**config.mk**
```make
export PLATFORM = sky130hd
export DESIGN_NAME = wb_stage
export DESIGN_NICKNAME = d
export VERILOG_FILES = /design/src/rtl/razor_pkg.sv /design/src/rtl/load_align.sv /design/src/rtl/wb_stage.sv
export SDC_FILE = /design/constraint.sdc
export NUM_CORES = 1
export LEC_CHECK = 0
export ABC_AREA = 1
export BUFFER_PORTS_ARGS = -buffer_cell sky130_fd_sc_hd__buf_2
export CORE_ASPECT_RATIO = 0.75
export CORE_MARGIN = 5
export CORE_UTILIZATION = 32
export DETAILED_ROUTE_END_ITERATION = 12
export PLACE_DENSITY_LB_ADDON = 0.05
export SLEW_MARGIN = 20
export SYNTH_ARGS = -nofsm -noshare
export SYNTH_HDL_FRONTEND = slang
export SYNTH_SLANG_ARGS = --single-unit
```
**constraint.sdc**
```tcl
create_clock -name clk -period 2.9 [get_ports clk]
set_input_delay 0.145 -clock clk [delete_from_list [all_inputs] [get_ports clk]]
set_output_delay 0.145 -clock clk [all_outputs]
set_load 0.02 [all_outputs]
```
**src/rtl/razor_pkg.sv**
```systemverilog
// Shared types and constants for the razor pipeline writeback path.
package razor_pkg;

  typedef enum logic [1:0] {
    WB_ALU  = 2'd0,
    WB_LOAD = 2'd1,
    WB_PC4  = 2'd2,
    WB_NONE = 2'd3
  } wb_src_e;

  typedef enum logic {
    IDLE      = 1'b0,
    WAIT_LOAD = 1'b1
  } wb_state_e;

  localparam logic [2:0] F3_LB  = 3'b000;
  localparam logic [2:0] F3_LH  = 3'b001;
  localparam logic [2:0] F3_LW  = 3'b010;
  localparam logic [2:0] F3_LBU = 3'b100;
  localparam logic [2:0] F3_LHU = 3'b101;

endpackage

```
**src/rtl/load_align.sv**
```systemverilog
// Extracts the addressed byte/half from a load word and sign- or zero-extends it.
module load_align
  import razor_pkg::*;
(
  input  logic [2:0]  i_funct3,
  input  logic [1:0]  i_addr_lo,
  input  logic [31:0] i_rdata,
  output logic [31:0] o_value
);

  logic [7:0]  w_byte;
  logic [15:0] w_half;

  assign w_byte = 8'(i_rdata >> {i_addr_lo, 3'b000});
  assign w_half = 16'(i_rdata >> {i_addr_lo[1], 4'b0000});

  always_comb begin
    o_value = i_rdata;
    case (i_funct3)
      F3_LB:   o_value = {{24{w_byte[7]}}, w_byte};
      F3_LH:   o_value = {{16{w_half[15]}}, w_half};
      F3_LBU:  o_value = {24'd0, w_byte};
      F3_LHU:  o_value = {16'd0, w_half};
      default: o_value = i_rdata;
    endcase
  end

endmodule

```
**src/rtl/wb_stage.sv**
```systemverilog
// Writeback stage: accepts retiring instructions, waits for load data, drives the register-file write port.
module wb_stage
  import razor_pkg::*;
#(
  parameter int unsigned LOAD_TIMEOUT = 255,
  parameter int unsigned CNT_W        = 32
) (
  input  logic             clk,
  input  logic             rst,
  input  logic             in_valid,
  output logic             in_ready,
  input  logic [4:0]       in_rd,
  input  logic [1:0]       in_wb_src,
  input  logic [2:0]       in_funct3,
  input  logic [1:0]       in_addr_lo,
  input  logic [31:0]      in_alu,
  input  logic [31:0]      in_pc4,
  input  logic             dmem_rvalid,
  input  logic [31:0]      dmem_rdata,
  output logic             wb_we,
  output logic [4:0]       wb_rd,
  output logic [31:0]      wb_data,
  output logic             load_pending,
  output logic [4:0]       load_rd,
  output logic             bus_err,
  output logic [CNT_W-1:0] retire_cnt
);

  localparam int unsigned TO_W = (LOAD_TIMEOUT > 1) ? $clog2(LOAD_TIMEOUT) : 1;

  wb_state_e        r_state, w_state_nxt;
  logic [TO_W-1:0]  r_to_cnt, w_to_cnt_nxt;
  logic [4:0]       r_ld_rd, w_ld_rd_nxt;
  logic [2:0]       r_ld_f3, w_ld_f3_nxt;
  logic [1:0]       r_ld_lo, w_ld_lo_nxt;
  logic             r_wb_we, w_wb_we_nxt;
  logic [4:0]       r_wb_rd, w_wb_rd_nxt;
  logic [31:0]      r_wb_data, w_wb_data_nxt;
  logic             r_bus_err, w_bus_err_nxt;
  logic [CNT_W-1:0] r_retire, w_retire_nxt;
  logic [31:0]      w_load_val;
  wb_src_e          w_src;

  load_align u_load_align (
    .i_funct3  (r_ld_f3),
    .i_addr_lo (r_ld_lo),
    .i_rdata   (dmem_rdata),
    .o_value   (w_load_val)
  );

  assign w_src = wb_src_e'(in_wb_src);

  always_ff @(posedge clk) begin
    if (!rst) begin
      r_state   <= IDLE;
      r_to_cnt  <= '0;
      r_ld_rd   <= '0;
      r_ld_f3   <= '0;
      r_ld_lo   <= '0;
      r_wb_we   <= 1'b0;
      r_wb_rd   <= '0;
      r_wb_data <= '0;
      r_bus_err <= 1'b0;
      r_retire  <= '0;
    end else begin
      r_state   <= w_state_nxt;
      r_to_cnt  <= w_to_cnt_nxt;
      r_ld_rd   <= w_ld_rd_nxt;
      r_ld_f3   <= w_ld_f3_nxt;
      r_ld_lo   <= w_ld_lo_nxt;
      r_wb_we   <= w_wb_we_nxt;
      r_wb_rd   <= w_wb_rd_nxt;
      r_wb_data <= w_wb_data_nxt;
      r_bus_err <= w_bus_err_nxt;
      r_retire  <= w_retire_nxt;
    end
  end

  // wb_rd/wb_data only move on an actual write, so forwarding sees stable values otherwise.
  always_comb begin
    w_state_nxt   = r_state;
    w_to_cnt_nxt  = r_to_cnt;
    w_ld_rd_nxt   = r_ld_rd;
    w_ld_f3_nxt   = r_ld_f3;
    w_ld_lo_nxt   = r_ld_lo;
    w_wb_we_nxt   = 1'b0;
    w_wb_rd_nxt   = r_wb_rd;
    w_wb_data_nxt = r_wb_data;
    w_bus_err_nxt = r_bus_err;
    w_retire_nxt  = r_retire;
    case (r_state)
      IDLE: begin
        if (in_valid) begin
          if (w_src == WB_LOAD) begin
            w_ld_rd_nxt  = in_rd;
            w_ld_f3_nxt  = in_funct3;
            w_ld_lo_nxt  = in_addr_lo;
            w_to_cnt_nxt = '0;
            w_state_nxt  = WAIT_LOAD;
          end else begin
            w_retire_nxt = r_retire + CNT_W'(1);
            if (w_src != WB_NONE && in_rd != 5'd0) begin
              w_wb_we_nxt   = 1'b1;
              w_wb_rd_nxt   = in_rd;
              w_wb_data_nxt = (w_src == WB_PC4) ? in_pc4 : in_alu;
            end
          end
        end
      end
      WAIT_LOAD: begin
        if (dmem_rvalid) begin
          w_retire_nxt = r_retire + CNT_W'(1);
          w_state_nxt  = IDLE;
          if (r_ld_rd != 5'd0) begin
            w_wb_we_nxt   = 1'b1;
            w_wb_rd_nxt   = r_ld_rd;
            w_wb_data_nxt = w_load_val;
          end
        end else if (r_to_cnt == TO_W'(LOAD_TIMEOUT - 1)) begin
          w_bus_err_nxt = 1'b1;
          w_state_nxt   = IDLE;
        end else begin
          w_to_cnt_nxt = r_to_cnt + TO_W'(1);
        end
      end
      default: w_state_nxt = IDLE;
    endcase
  end

  assign in_ready     = (r_state == IDLE);
  assign load_pending = (r_state == WAIT_LOAD);
  assign load_rd      = (r_state == WAIT_LOAD) ? r_ld_rd : 5'd0;
  assign wb_we        = r_wb_we;
  assign wb_rd        = r_wb_rd;
  assign wb_data      = r_wb_data;
  assign bus_err      = r_bus_err;
  assign retire_cnt   = r_retire;

endmodule

```
==> flow_metrics.env <==
export IMPL_cp_slowest_stage_delay_ps=570
export IMPL_synthCells=941
export IMPL_cts_inserted_buffers=9
export IMPL_place_ws_ps=974.0
export IMPL_antenna_found_initial=2
export IMPL_drc=0
export IMPL_period_share_pct=67.44
export IMPL_reg2reg_depth=6
export IMPL_yosys_most_used_dff="dfxtp_1"
export IMPL_min_path_cells=3
export IMPL_dr_pass1_iters=5
export IMPL_leakage_nw=3.303
export IMPL_irDropWorstVdd_uv=237.0
export IMPL_n_fill_cell=1930
export IMPL_syn_num_nets=1056
export IMPL_vias=6405
export IMPL_placed_area_um2=6726
export IMPL_drv_slew=0
export IMPL_yosysSeqAreaShare_pct=31.90
export IMPL_h_tree_depth=3
export IMPL_multi_input_area_um2=3294
export IMPL_path_cells="nand3_1 > nand2_2 > buf_4 > o21ai_0 > a21oi_1 > nor2_1"
export IMPL_holdWs_ps=69.70
export IMPL_post_cts_buffers=0
export IMPL_gp_congestion=0.9097
export IMPL_stdcell_area_um2=7064
export IMPL_drt_wl_total_um=21050
export IMPL_cp_max_fo=58
export IMPL_max_freq_ghz=0.5113
export IMPL_cts_sinks=90
export IMPL_ios=190
export IMPL_via_per_inst=4.744
export IMPL_power_mw=3.224
export IMPL_setup_viol_count_final=0
export IMPL_powerDensity_nw_per_um2=456.4
export IMPL_hold_class="in -> reg"
export IMPL_cp_end_kind="flip-flop"
export IMPL_final_core_util_pct=40.37
export IMPL_async_flop_share_pct=0
export IMPL_crit_buf_inv=1
export IMPL_yosysTopAreaCell="dfxtp_1"
export IMPL_cp_arrival_ps=2190
export IMPL_nets=1217
export IMPL_area_growth_pct=25.08
export IMPL_rsz0062_at_grt="false"
export IMPL_crit_type="reg -> reg"
export IMPL_clk_pin_slew_ps=70
export IMPL_place_hpwl_um=15910
export IMPL_row_count=42
export IMPL_grt_overflow_total=0
export IMPL_dp_cells=1333
export IMPL_cts_max_path_buffers=2
export IMPL_grt_usage_pct=20.14
export IMPL_tns_ps=0
export IMPL_syn_cell_area_um2=5648
export IMPL_clockRootBuffer="clkbuf_16"
export IMPL_seq_area_um2=1802
export IMPL_portBuffers=189
export IMPL_cp_slowest_cell="dfxtp_1"
export IMPL_syn_avg_cell_area_um2=6.002
export IMPL_crit_required_ps=3140
export IMPL_drive_gt1_share_pct=21.77
export IMPL_status="completed"
export IMPL_cts_tree="done"
export IMPL_worstMarginPinSlew_ps=637.2
export IMPL_postCtsHoldBufs=0
export IMPL_wire_per_inst_um=15.59
export IMPL_fin_ws_ps=944.4
export IMPL_drtIter0Drc=507
export IMPL_hold_violations=0
export IMPL_cts_resized=0
export IMPL_synth_top_area_share_pct=31.90
export IMPL_synth_seq_cells=90
export IMPL_clkLatencyLatePin_ps=350
export IMPL_core_um2=17500
export IMPL_synth_distinct_cells=39
export IMPL_clock_skew_ps=6.639
export IMPL_start_kind="flip-flop"
export IMPL_initial_core_util_pct=32.28
export IMPL_synth_edf_count=0
export IMPL_relSlewSlack_pct=57.47
export IMPL_grt_pass1_wl_um=33060
export IMPL_die_area_um2=20430
export IMPL_grt_pass1_vias=5833
export IMPL_fin_crit_ps=1956
export IMPL_cap_viol_max_count=0
export IMPL_fin_cells=1350
export IMPL_critical_path_top_delay_family="flip-flops"
export IMPL_fp_dieW_um=163.4
export IMPL_fp_dieH_um=125.1
export IMPL_final_antenna_net_count=0
export IMPL_grt_max_degree=60
export IMPL_cp_depth=6
export IMPL_synth_area_leaders="dfxtp_1, nand2_1, a21oi_1, nor2_1, nand3_1"
export IMPL_yosysWarnings=0
-- path summary, 6_finish.rpt --
kind | start | end | slack (ps)
worst min-delay path | in_funct3[2] | r_ld_f3[2] | 70
worst min register to register | wb_data[29] | wb_data[29] | 470
worst max-delay path | load_pending | wb_data[1] | 940
worst max register to register | load_pending | wb_data[1] | 940
-- where the power goes --
group	internal (mW)	total, mW	switching (mW)
Sequential	1.28	1.32	0.0331
Clock	0.842	1.36	0.513
Combinational	0.189	0.551	0.362
Total	2.32	3.22	0.908
-- worst reg2reg max path: stages, from the launching register on --
cell     delay (ps)
dfxtp_1         570
nand3_1         160
nand2_2         110
buf_4           480
o21ai_0         230
a21oi_1         240
nor2_1           60
-- routing by layer --
layer / routed length (um) / up-vias / GRT usage (%) / part of all wire (%)
met5: 13 / - / 0 / 0.062
met4: 201 / 2 / 3.550 / 0.96
met3: 1611 / 15 / 4.572 / 7.7
met2: 7657 / 218 / 25.66 / 36
met1: 11560 / 2826 / 33.64 / 55
li1: - / 3344 / - / -
-- cells in the mapped netlist, types with 2 or more instances --
| master | instances |
|---|---|
| nor3_1 | 2 |
| xor2_1 | 6 |
| inv_1 | 79 |
| nor2_2 | 4 |
| nor2_1 | 122 |
| nor2_4 | 2 |
| clkbuf_1 | 23 |
| a21oi_1 | 106 |
| buf_1 | 4 |
| xnor2_1 | 3 |
| buf_4 | 6 |
| o21ai_0 | 62 |
| ha_1 | 3 |
| nand3_4 | 2 |
| nand2_1 | 281 |
| o211ai_1 | 8 |
| dfxtp_1 | 90 |
| nand4_1 | 2 |
| buf_6 | 3 |
| nand3_1 | 90 |
| buf_2 | 11 |
| inv_2 | 2 |
| clkinv_1 | 3 |
| or2_2 | 8 |
| nand2_2 | 4 |
| o21bai_1 | 2 |
-- placed cells by master (no fill, tap or decap), types with 2 or more instances in the layout --
cell type	synthesis	layout
xnor2_1	3	3
nand4_1	2	2
nor3_1	2	2
inv_2	2	2
o21bai_1	2	2
clkbuf_16	0	9
a21oi_1	106	106
nand2_1	281	280
nor2_2	4	5
buf_2	11	189
nor2_1	122	121
o21ai_0	62	62
or2_2	8	8
ha_1	3	3
nand3_4	2	2
nand2_2	4	5
clkinv_1	3	3
buf_4	6	8
clkbuf_1	23	2
bufinv_16	0	3
nand3_1	90	90
o211ai_1	8	8
dfxtp_1	90	90
xor2_1	6	6
nor2_4	2	2
inv_1	79	79
-- registers in the layout, summed over array words and instances, names as in the netlist --
register and count:
retire_cnt 32, bus_err 1, load_pending 1, r_ld_lo 2, wb_data 32, r_ld_f3 3
wb_we 1, r_ld_rd 5, r_to_cnt 8, wb_rd 5
-- cells by family after synthesis --
kind of cell	count (synthesis)	share of synthesized area, %
xor gates and xnor gates	9	1.396
adders and majority gates	3	0.6647
buffers and inverters	132	9.858
AOI/OAI and AO/OA	181	16.66
DFF	90	31.90
and+or+nand+nor	526	39.52
-- final cells by class --
class,instances,area share [%]
repair buffers,197,14.24
clock inverters,5,1.452
multi-input cells,719,46.63
clock buffers,11,3.294
inverters,85,4.552
diodes,1,0.03542
flip-flops and latches,90,25.50
well taps,242,4.286
Note: power is estimated with default switching activity, not from simulation.
